$ cat config.mk
export PLATFORM = sky130hd
export DESIGN_NAME = ram_arbiter
export DESIGN_NICKNAME = d
export VERILOG_FILES = /design/src/rtl/mcu_bus_pkg.sv /design/src/rtl/rr_pick2.sv /design/src/rtl/ram_arbiter.sv
export SDC_FILE = /design/constraint.sdc
export NUM_CORES = 1
export LEC_CHECK = 0
export CAP_MARGIN = 25
export CORE_ASPECT_RATIO = 1.4
export CORE_MARGIN = 8
export CORE_UTILIZATION = 46
export DETAILED_ROUTE_END_ITERATION = 8
export HOLD_SLACK_MARGIN = 0.1
export PLACE_DENSITY = 0.95
export SETUP_SLACK_MARGIN = 0.5
export SLEW_MARGIN = 20
export SYNTH_ARGS = -nofsm -noshare
export SYNTH_HDL_FRONTEND = slang
export SYNTH_SLANG_ARGS = --single-unit
$ cat constraint.sdc
create_clock -name clk -period 2.75 [get_ports clk]
set_input_delay 0.4125 -clock clk [delete_from_list [all_inputs] [get_ports clk]]
set_output_delay 0.4125 -clock clk [all_outputs]
set_load 0.01 [all_outputs]
$ cat src/rtl/mcu_bus_pkg.sv
// Shared definitions for the MCU data-bus blocks: arbiter states,
// default bus widths and master index constants.
package mcu_bus_pkg;

    typedef enum logic [1:0] {
        IDLE   = 2'd0,
        ACCESS = 2'd1,
        WAIT   = 2'd2
    } arb_state_t;

    localparam int ADDR_W_DEF = 8;
    localparam int DATA_W_DEF = 8;

    localparam logic MST_CPU    = 1'b0;
    localparam logic MST_LOADER = 1'b1;

endpackage

$ cat src/rtl/rr_pick2.sv
// Combinational two-way round-robin select: on a tie the master that was
// not granted last wins; a lone request is always granted.
module rr_pick2 (
    input  logic req0,
    input  logic req1,
    input  logic last,
    output logic valid,
    output logic grant
);

    assign valid = req0 | req1;

    always_comb begin
        grant = 1'b0;
        if (req0 && req1) begin
            grant = ~last;
        end else begin
            grant = req1;
        end
    end

endmodule

$ cat src/rtl/ram_arbiter.sv
// Shares the single-port data RAM between the CPU data port (master 0) and
// the loader/DMA port (master 1) with round-robin priority.
//
// Handshake: a master raises req with we/addr/wdata and holds them until the
// cycle in which its ack pulses; the cycle after ack starts a new request.
// A master whose ack is high this cycle is masked out of arbitration so a
// held req is not taken for a second transfer.
module ram_arbiter
    import mcu_bus_pkg::*;
#(
    parameter int ADDR_W     = ADDR_W_DEF,
    parameter int DATA_W     = DATA_W_DEF,
    parameter int RD_LATENCY = 1
) (
    input  logic              clk,
    input  logic              rst,
    input  logic              req0,
    input  logic              req1,
    input  logic              we0,
    input  logic              we1,
    input  logic [ADDR_W-1:0] addr0,
    input  logic [ADDR_W-1:0] addr1,
    input  logic [DATA_W-1:0] wdata0,
    input  logic [DATA_W-1:0] wdata1,
    output logic              ack0,
    output logic              ack1,
    output logic [DATA_W-1:0] rdata0,
    output logic [DATA_W-1:0] rdata1,
    output logic [ADDR_W-1:0] ram_addr,
    output logic              ram_we,
    output logic [DATA_W-1:0] ram_wdata,
    input  logic [DATA_W-1:0] ram_rdata,
    output logic              busy,
    output logic [1:0]        state_dbg
);

    localparam logic [1:0] WAIT_INIT = 2'(RD_LATENCY - 1);

    arb_state_t        state;
    logic [1:0]        wait_cnt;
    logic              last_grant;
    logic              cur_grant;

    logic              pick_valid;
    logic              pick;
    logic              live_req0;
    logic              live_req1;
    logic              sel_we;
    logic [ADDR_W-1:0] sel_addr;
    logic [DATA_W-1:0] sel_wdata;

    assign live_req0 = req0 & ~ack0;
    assign live_req1 = req1 & ~ack1;

    rr_pick2 u_pick (
        .req0  (live_req0),
        .req1  (live_req1),
        .last  (last_grant),
        .valid (pick_valid),
        .grant (pick)
    );

    always_comb begin
        sel_we    = we0;
        sel_addr  = addr0;
        sel_wdata = wdata0;
        if (pick == MST_LOADER) begin
            sel_we    = we1;
            sel_addr  = addr1;
            sel_wdata = wdata1;
        end
    end

    always_ff @(posedge clk or negedge rst) begin
        if (!rst) begin
            state      <= IDLE;
            wait_cnt   <= 2'd0;
            last_grant <= MST_LOADER;
            cur_grant  <= MST_CPU;
            ack0       <= 1'b0;
            ack1       <= 1'b0;
            rdata0     <= '0;
            rdata1     <= '0;
            ram_addr   <= '0;
            ram_we     <= 1'b0;
            ram_wdata  <= '0;
        end else begin
            ack0   <= 1'b0;
            ack1   <= 1'b0;
            ram_we <= 1'b0;
            case (state)
                IDLE: begin
                    if (pick_valid) begin
                        cur_grant  <= pick;
                        last_grant <= pick;
                        ram_addr   <= sel_addr;
                        ram_we     <= sel_we;
                        ram_wdata  <= sel_wdata;
                        // Writes complete in ACCESS, so their ack is raised now.
                        if (sel_we) begin
                            ack0 <= (pick == MST_CPU);
                            ack1 <= (pick == MST_LOADER);
                        end
                        state <= ACCESS;
                    end
                end
                ACCESS: begin
                    if (ram_we) begin
                        state <= IDLE;
                    end else begin
                        wait_cnt <= WAIT_INIT;
                        state    <= WAIT;
                    end
                end
                WAIT: begin
                    if (wait_cnt == 2'd0) begin
                        if (cur_grant == MST_LOADER) begin
                            rdata1 <= ram_rdata;
                            ack1   <= 1'b1;
                        end else begin
                            rdata0 <= ram_rdata;
                            ack0   <= 1'b1;
                        end
                        state <= IDLE;
                    end else begin
                        wait_cnt <= wait_cnt - 2'd1;
                    end
                end
                default: state <= IDLE;
            endcase
        end
    end

    assign busy      = (state != IDLE);
    assign state_dbg = state;

endmodule
# Word-level counts from Yosys, hierarchy flattened
# Index checks and enable logic that the tools add are counted.
# word_totals
ff_bits	41
latchBits	0
ram_bits	0
rom_bits	0
inputBits	46
wordCells	59
n_memories	0
# op_classes
add_sub_neg	1
n_mul	0
div_mod_pow	0
n_lt_le_gt_ge	0
n_eq_ne	6
shift	0
muxes	23
n_bitwise	8
n_reduce_logical	10
# ops
operator	n
$mux 8	2
$mux 1	12
$mux 2	5
$reduce_and 3->1	3
$ne 2x2->1 const B	4
$pmux 2 s3	1
$not 1->1	5
$logic_not 2->1	2
$pmux 1 s2	2
$pmux 2 s2	1
$reduce_and 2->1	2
$reduce_bool 2->1	2
$and 1x1->1	2
$eq 2x1->1 const B	1
$eq 2x2->1 const B	1
$sub 2x1->2 const B	1
$logic_and 1x1->1	1
$or 1x1->1	1

# Longest topological paths before layout
# Gate-level depths: netlist of run 1.
# depth
word_depth	8
mapped_depth	6

# Hierarchy
# From an unflattened synthesis of run 1, not the netlist that was laid out.
# hier_totals
hier_cells	142
hier_area_um2	1774.2
# by_module_without_submodules
mod	instances	cells_each	area_each_um2
ram_arbiter	1	140	1760.4
rr_pick2	1	2	13.8

# Least setup slack after synthesis of run 1
# OpenSTA, ideal clock, no wires.
# synth_timing
path_kind	reg2reg
start	register wait_cnt[0]
end	register rdata0[0]
setup_ps	125
arrival_time_ps	1360
path_slack_ps	1265
stages_incl_launch_ff	6
synth_period_minus_slack_ps	1485
path_cell_list	dfrtp_1 inv_1 ha_1 nor4bb_1 buf_2 mux2_2
# synth_via
elab_chain_cells	2
# synth_lines
item	line	text
start, declared	ram_arbiter.sv:40	logic [1:0] wait_cnt;
start signal, assigned	ram_arbiter.sv:126	wait_cnt <= wait_cnt - 2'd1;
$logic_not 2->1	ram_arbiter.sv:116	if (wait_cnt == 2'd0) begin
$reduce_and 3->1 (no source line)	n/a	
end signal, assigned	ram_arbiter.sv:121	rdata0 <= ram_rdata;
end, declared	ram_arbiter.sv:27	output logic [DATA_W-1:0] rdata0,
# No other way between the ends.
# A chain may end at the register's enable or synchronous reset.

# Final worst setup path of run 1
# layout_timing
start	register state[0] (netlist: state_dbg[0])
end	output port busy
# layout_via
elab_chain_cells	1
# layout_lines
item	line	text
start, declared	ram_arbiter.sv:39	arb_state_t state;
start signal, assigned	ram_arbiter.sv:76	state <= IDLE;
start signal, assigned	ram_arbiter.sv:104	state <= ACCESS;
start signal, assigned	ram_arbiter.sv:109	state <= IDLE;
$reduce_bool 2->1	ram_arbiter.sv:134	assign busy = (state != IDLE);
end, declared	ram_arbiter.sv:33	output logic busy,
# No other way between the ends.

==> summary.md, run 1 <==
| Metric | Value |
|---|---|
| Max_cap viols | 0 |
| Nets@finish | just under 300 |
| Number of global-route vias before repair | between 1.5k and 2k |
| Placer Congestion | a little over 0.8 |
| Pwr per Cell Area | 1120 mW/mm^2 |
| CP Launch Point | state_dbg[0] |
| Routed WL | around 6000 microns |
| Most common cell after layout, fill and taps aside | clkdlybuf4s50_1 |
| Clock Sinks | 41 |
| Peak Freq | 478 MHz |
| Area leader, netlist | dfrtp_1 |
| Status | finished clean |
| Antenna-violating nets left | 0 |
| Die ar. | 0.00691 sq mm |
| RSZ-0062 raised after global routing | no |
| Vias per cell | 5.69 |
| Worst IR Drop VDD | 506 uV |
| Pre-Repair DR Iteration Count | 4 |
| # diodes | 0 |
| Clock tree buffer depth | 2 |
| Largest family of logic cells by synthesized area | compound AO/OA/AOI/OAI gates |
| Setup violators final | 0 |
| Reg-to-reg slack, setup | around 0.8 ns |
| Post-Synthesis Cells | 165 |
| Final hold vios | 0 |
| Dpl cells | around 300 |
| First-pass GRT wire length | between 9000 and 10000 microns |
| Crit path largest cell delay | around 0.6 ns |
| Post-CTS Setup Inserts | 0 |
| Mapped Area | slightly above 0.002 sq mm |
| Worst r2r path cells | 5 |
| Cell Chain, Critical Path | or2_4 > clkdlybuf4s50_1 |
| Met2 usage | 30.0% |
| DP HPWL | 4320 microns |
| Tmin final | approximately 2.1 ns |
| Worst Clk Skew | 0.0102 ns |
| Layout cell share with drive strength beyond 1 | between 10% and 20% |
| Critical path fanouts, max | 19 |
| Residual DRC | 0 |
| RR Startpoint | wait_cnt[0] |
| Placed Area | 0.00290 sq mm |
| Number of placement rows | 29 |
| Post-Synth Adder-Cell Area | 0.607% |
| Post-Synth XOR/XNOR Area | 0% |
| Most frequent cells in the layout | clkdlybuf4s50_1 (82), dfrtp_1 (40), o21ai_0 (19) |
| Worst Hold Class | input pin to asynchronous set/reset pin |
| GR peak layer | met2 |
| Synth Net Count | between 200 and 250 |
| Total number of vias | 1748 |
| Final period util | 76.1% |
| Met1 usage | 18.9% |
| Slew HR | approximately 56% |
| Pin count of the biggest net entering global routing | 42 |
| CTS Buf Count | 5 |
| Top delay family on crit path | buffers and inverters |
| Final TNS setup | 0 ns |
| CP Capture Type | output pin |
| Ports | 84 |
| Post-synthesis simple-gate area fraction | between 10% and 20% |
| Core Area | around 0.0044 sq mm |
| Seq/Total Area, Yosys | 49.8% |
| Crit path depth | 2 |
| DR WL/cell | 19.4 microns |
| Compound-Gate Fraction of Synth Area | 24.0% |
| Buf+Inv Stages, Crit Path | 1 |
| Initial antenna violation count | 0 |
| Clock slew at reported path FFs | roughly 0.080 ns |
| Multiplexer share of the synthesized area | 8.74% |
| Crit path DAT | around 1.7 ns |
| DR iter-0 viols | 130 |
| Pre-CTS setup slack | approximately 0.52 ns |
| Flops & latches, synth | 41 |
| Top cells by area, synth | dfrtp_1 (49%), mux2_2 (8.7%), and3b_1 (7.2%) |
| Area Overhead vs Synth | 47.5% |
| Finished Layout Cells | around 300 |
| Fin. max-slew vios | 0 |
| Netlist cell types | 31 |
| Worst-Skew Late Latency | 0.30 ns |
| Critical Path Sink | busy |
| Startpoint Class | flop |
| Die Span X | 72.6 microns |
| LEAKAGE | between 0.001 and 0.0015 uW |
| Die Height | roughly 95 microns |
| Final worst slack | around 0.66 ns |
| Initial Util | between 40% and 50% |
| Critical path class | flop to output pin |
| Critical path's slowest cell | clkdlybuf4s50_1 |
| Yosys warning count | 0 |
| PortBufs | 83 |
| H-tree depth | 2 |
| Pwr Total | 3410 uW |
| Final global-route overflow total | 0 |
| Reg2reg end | rdata0[5] |
| CTS tree | done |
| Tightest Pin Transition | ~0.66 ns |
| Top cell type's share of synthesized area | 48.6% |
| Clock root buffer master | clkbuf_8 |
| GRT Total Usage | 17.3% |
| Post-route cell area | around 0.003 sq mm |
| Worst path required time | 2.34 ns |
| M3 GR Usage | under 10% |
| Syn Area/Cell | about 12 sq um |
-- through the flow --
| step | util [%] | hold slack [ns] |
|---|---|---|
| after floorplan | - | 0.117 |
| after global placement | 65.4 | 0.487 |
| after detailed placement | 65.4 | 0.495 |
| after CTS | 67.9 | 0.260 |
| after global routing | 68.7 | 0.528 |
| final | 68.7 | 0.507 |
-- Yosys cell counts (all sizes together) --
cell	number
dfrtp	40
o21ai	19
and3b	17
a221oi	16
a2bb2oi	16
mux2	16
buf	8
clkbuf	7
a21o	3
a21oi	3
nand2b	3
inv	2
nor3	2
or3b	2
a21bo	1
clkinv	1
dfstp	1
ha	1
nand3b	1
nand4b	1
nor2	1
nor4bb	1
o21bai	1
or2	1
or4b	1
-- state kept, by name, summed over array words and instances (netlist names) --
signal      count
last_grant      1
cur_grant       1
rdata0          8
ram_wdata       8
ram_we          1
ack1            1
state_dbg       2
ack0            1
rdata1          8
wait_cnt        2
ram_addr        8
-- layout make-up --
class | instances | area, sq um
inverter | 3 | 16.3
clock buffer | 6 | 72.6
sequential | 41 | 1030
fill | 330 | 1390
clock inverter | 2 | 38.8
multi-input combinational | 106 | 937
tap | 62 | 77.6
timing repair buffer | 87 | 871
-- routing by layer --
metal	vias up	wire [microns]
met5	-	0
met4	0	136
met3	10	444
met2	80	3050
met1	861	2320
li1	797	-
-- cell families (layout without fill, tap and decap cells) --
family / after synthesis / in the layout
AO/OA/AOI/OAI: 59 / 59
flip-flops: 41 / 41
AND/OR/NAND/NOR: 30 / 30
buffers and inverters: 18 / 98
multiplexers: 16 / 16
adder cells (fa/ha/maj): 1 / 1
-- power by group --
part / switching (uW) / internal, uW
sequential: 208 / 902
combinational: 756 / 1060
clock: 209 / 272
total: 1170 / 2240
-- how the worst min path moves through the flow --
stage	startpoint	end	cells past startpoint
final	rst	rdata1[7]	2
after detailed placement	rdata1[7]	rdata1[7]	1
after floorplan	rst	ack0	0
after global routing	rst	rdata0[7]	2
after CTS	rst	rdata0[7]	1
after global placement	rdata1[1]	rdata1[1]	1
-- timing repair --
action                                  4_1_cts  5_1_grt
endpoints found under the hold margin         0        9
endpoints found under the setup margin        1        1
hold buffers                                  0        1
pin swaps                                     0        0
resized for setup                             1        1
No activity file was read; power rests on OpenSTA's default activity.
==> run 2, diff against run 1 <==
CORE_UTILIZATION = 43   (was 46)
PLACE_DENSITY = 0.9   (was 0.95)
clock period = 2.1 ns   (was 2.75 ns; I/O delays follow)
==> run 2 against run 1 <==
Effect of this change: largest power group unchanged; wire length increased by 2.8%; sequential cell count unchanged; cell area increased by 3.8%.
==> summary.md, run 2 (synthesis results as in run 1) <==
| Metric | Value |
|---|---|
| Layout cell share with drive strength beyond 1 | about 25% |
| Most frequent cells in the layout | clkdlybuf4s50_1 (77), dfrtp_1 (38), o21ai_0 (19) |
| DR iter-0 viols | about 130 |
| PortBufs | 83 |
| Area of the multi-input gates | approximately 960 sq um |
| Die Span X | between 70 and 80 microns |
| Clock tree buffer depth | 2 |
| Crit path largest cell delay | 0.44 ns |
| Final global-route overflow total | 0 |
| Clock root buffer master | clkbuf_8 |
| # diodes | 0 |
| GRT Total Usage | between 10% and 20% |
| Antenna-violating nets left | 0 |
| Critical path fanouts, max | 6 |
| Peak Freq | 629 MHz |
| Number of global-route vias before repair | between 1.5k and 2k |
| Reg area | ~0.0010 sq mm |
| Fin. max-slew vios | 0 |
| Initial Util | roughly 44% |
| Pwr Total | 4630 uW |
| Area Overhead vs Synth | 53.2% |
| H-tree depth | 2 |
| Pre-Repair DR Iteration Count | 4 |
| Status | finished clean |
| Placer Congestion | between 0.7 and 0.8 |
| CP Capture Type | flop |
| Residual DRC | 0 |
| LEAKAGE | about 0.0013 uW |
| Startpoint Class | flop |
| Nets@finish | ~300 |
| Pwr per Cell Area | 1470 mW/mm^2 |
| DP HPWL | roughly 4300 microns |
| Critical path class | flop to flop |
| Worst Hold Class | flop to flop |
| Setup violators final | 0 |
| Clock Sinks | 41 |
| Tmin final | around 1.6 ns |
| Worst Clk Skew | approximately 0.0040 ns |
| Vias per cell | roughly 5.6 |
| Final hold vios | 0 |
| Clock slew at reported path FFs | roughly 0.09 ns |
| Dpl cells | 308 |
| Most common cell after layout, fill and taps aside | clkdlybuf4s50_1 |
| DR WL/cell | 18.9 microns |
| Finished Layout Cells | ~320 |
| Top delay family on crit path | flip-flops |
| Crit path DAT | about 1.8 ns |
| Tightest Pin Transition | ~0.51 ns |
| CP most frequent cell | buf_4 |
| Ports | between 80 and 90 |
| Initial antenna violation count | 0 |
| Final TNS setup | 0 ns |
| Post-route cell area | ~0.0032 sq mm |
| Critical path's slowest cell | dfrtp_2 |
| CTS Buf Count | 5 |
| Worst path required time | 2.29 ns |
| Fill count | 379 |
| Slew HR | between 60 and 70% |
| Buf+Inv Stages, Crit Path | 2 |
| Cell Chain, Critical Path | buf_4 > nor4bb_4 > buf_4 > mux2_2 |
| Die Height | between 90 and 100 microns |
| Total number of vias | around 1.8k |
| Routed WL | ~6100 microns |
| Final period util | 75.7% |
| RSZ-0062 raised after global routing | yes |
| CTS tree | done |
| Die ar. | approximately 0.0073 sq mm |
| Number of placement rows | 30 |
| Final worst slack | 0.510 ns |
| Worst IR Drop VDD | about 960 uV |
| Pin count of the biggest net entering global routing | 42 |
| First-pass GRT wire length | around 9200 microns |
| Core Area | between 0.004 and 0.005 sq mm |
| Placed Area | 0.00297 sq mm |
| Pre-CTS setup slack | between 0.2 and 0.3 ns |
| Worst-Skew Late Latency | approximately 0.3 ns |
| Max_cap viols | 0 |
==> run 2: final cells by class <==
cell class,instances,area share (%)
Clock inverter,3,1.47
Inverter,3,0.515
Multi-Input combinational cell,106,30.4
Sequential cell,41,32.6
Tap cell,64,2.54
Timing Repair Buffer,101,30.3
Clock buffer,5,2.18
==> run 2: metrics by stage <==
stage	hold WS (ns)	utilization, %
after floorplan	0.0194	-
after global placement	0.404	62.7
after detailed placement	0.419	62.7
after CTS	0.517	65.3
after global routing	0.535	66.7
final	0.512	66.7
==> run 2: power by group <==
part           switching [uW]  total (uW)  internal, uW
sequential                233        1420          1180
clock                     306         662           356
combinational            1070        2550          1480
total                    1610        4630          3020
==> run 2: final timing paths <==
check	slack [ns]	endpoint	depth (start not counted)	start
min in group asynchronous	0.60	rdata1[6]	3	rst
min	0.51	rdata1[3]	1	rdata1[3]
max reg2reg	0.51	rdata0[4]	4	state_dbg[0]
max in group asynchronous	1.12	state_dbg[0]	3	rst
max	0.51	rdata0[4]	4	state_dbg[0]
min reg2reg	0.51	rdata1[3]	1	rdata1[3]
==> run 2: layer usage <==
| metal | part of all wire, % | up-vias | global-route usage, % |
|---|---|---|---|
| met4 | 2.5 | 0 | 8.03 |
| met3 | 7.8 | 12 | 4.92 |
| met1 | 38 | 893 | 17.5 |
| met2 | 51 | 68 | 27.5 |
| met5 | 0 | - | 0 |
| li1 | - | 820 | - |
==> run 2: worst register-to-register path, cell delays in order (launching register included) <==
cell      delay [ns]
dfrtp_2         0.44
buf_4           0.16
nor4bb_4        0.33
buf_4           0.21
mux2_2          0.34
==> run 2: what timing repair did <==
action / 4_1_cts / 5_1_grt
gates resized for setup: 6 / 11
endpoints found under the setup margin: 10 / 19
pin swaps: 0 / 1
setup buffers: 0 / 5
cloned: 0 / 1
endpoints found under the hold margin: 40 / 0
hold buffers: 1 / 0
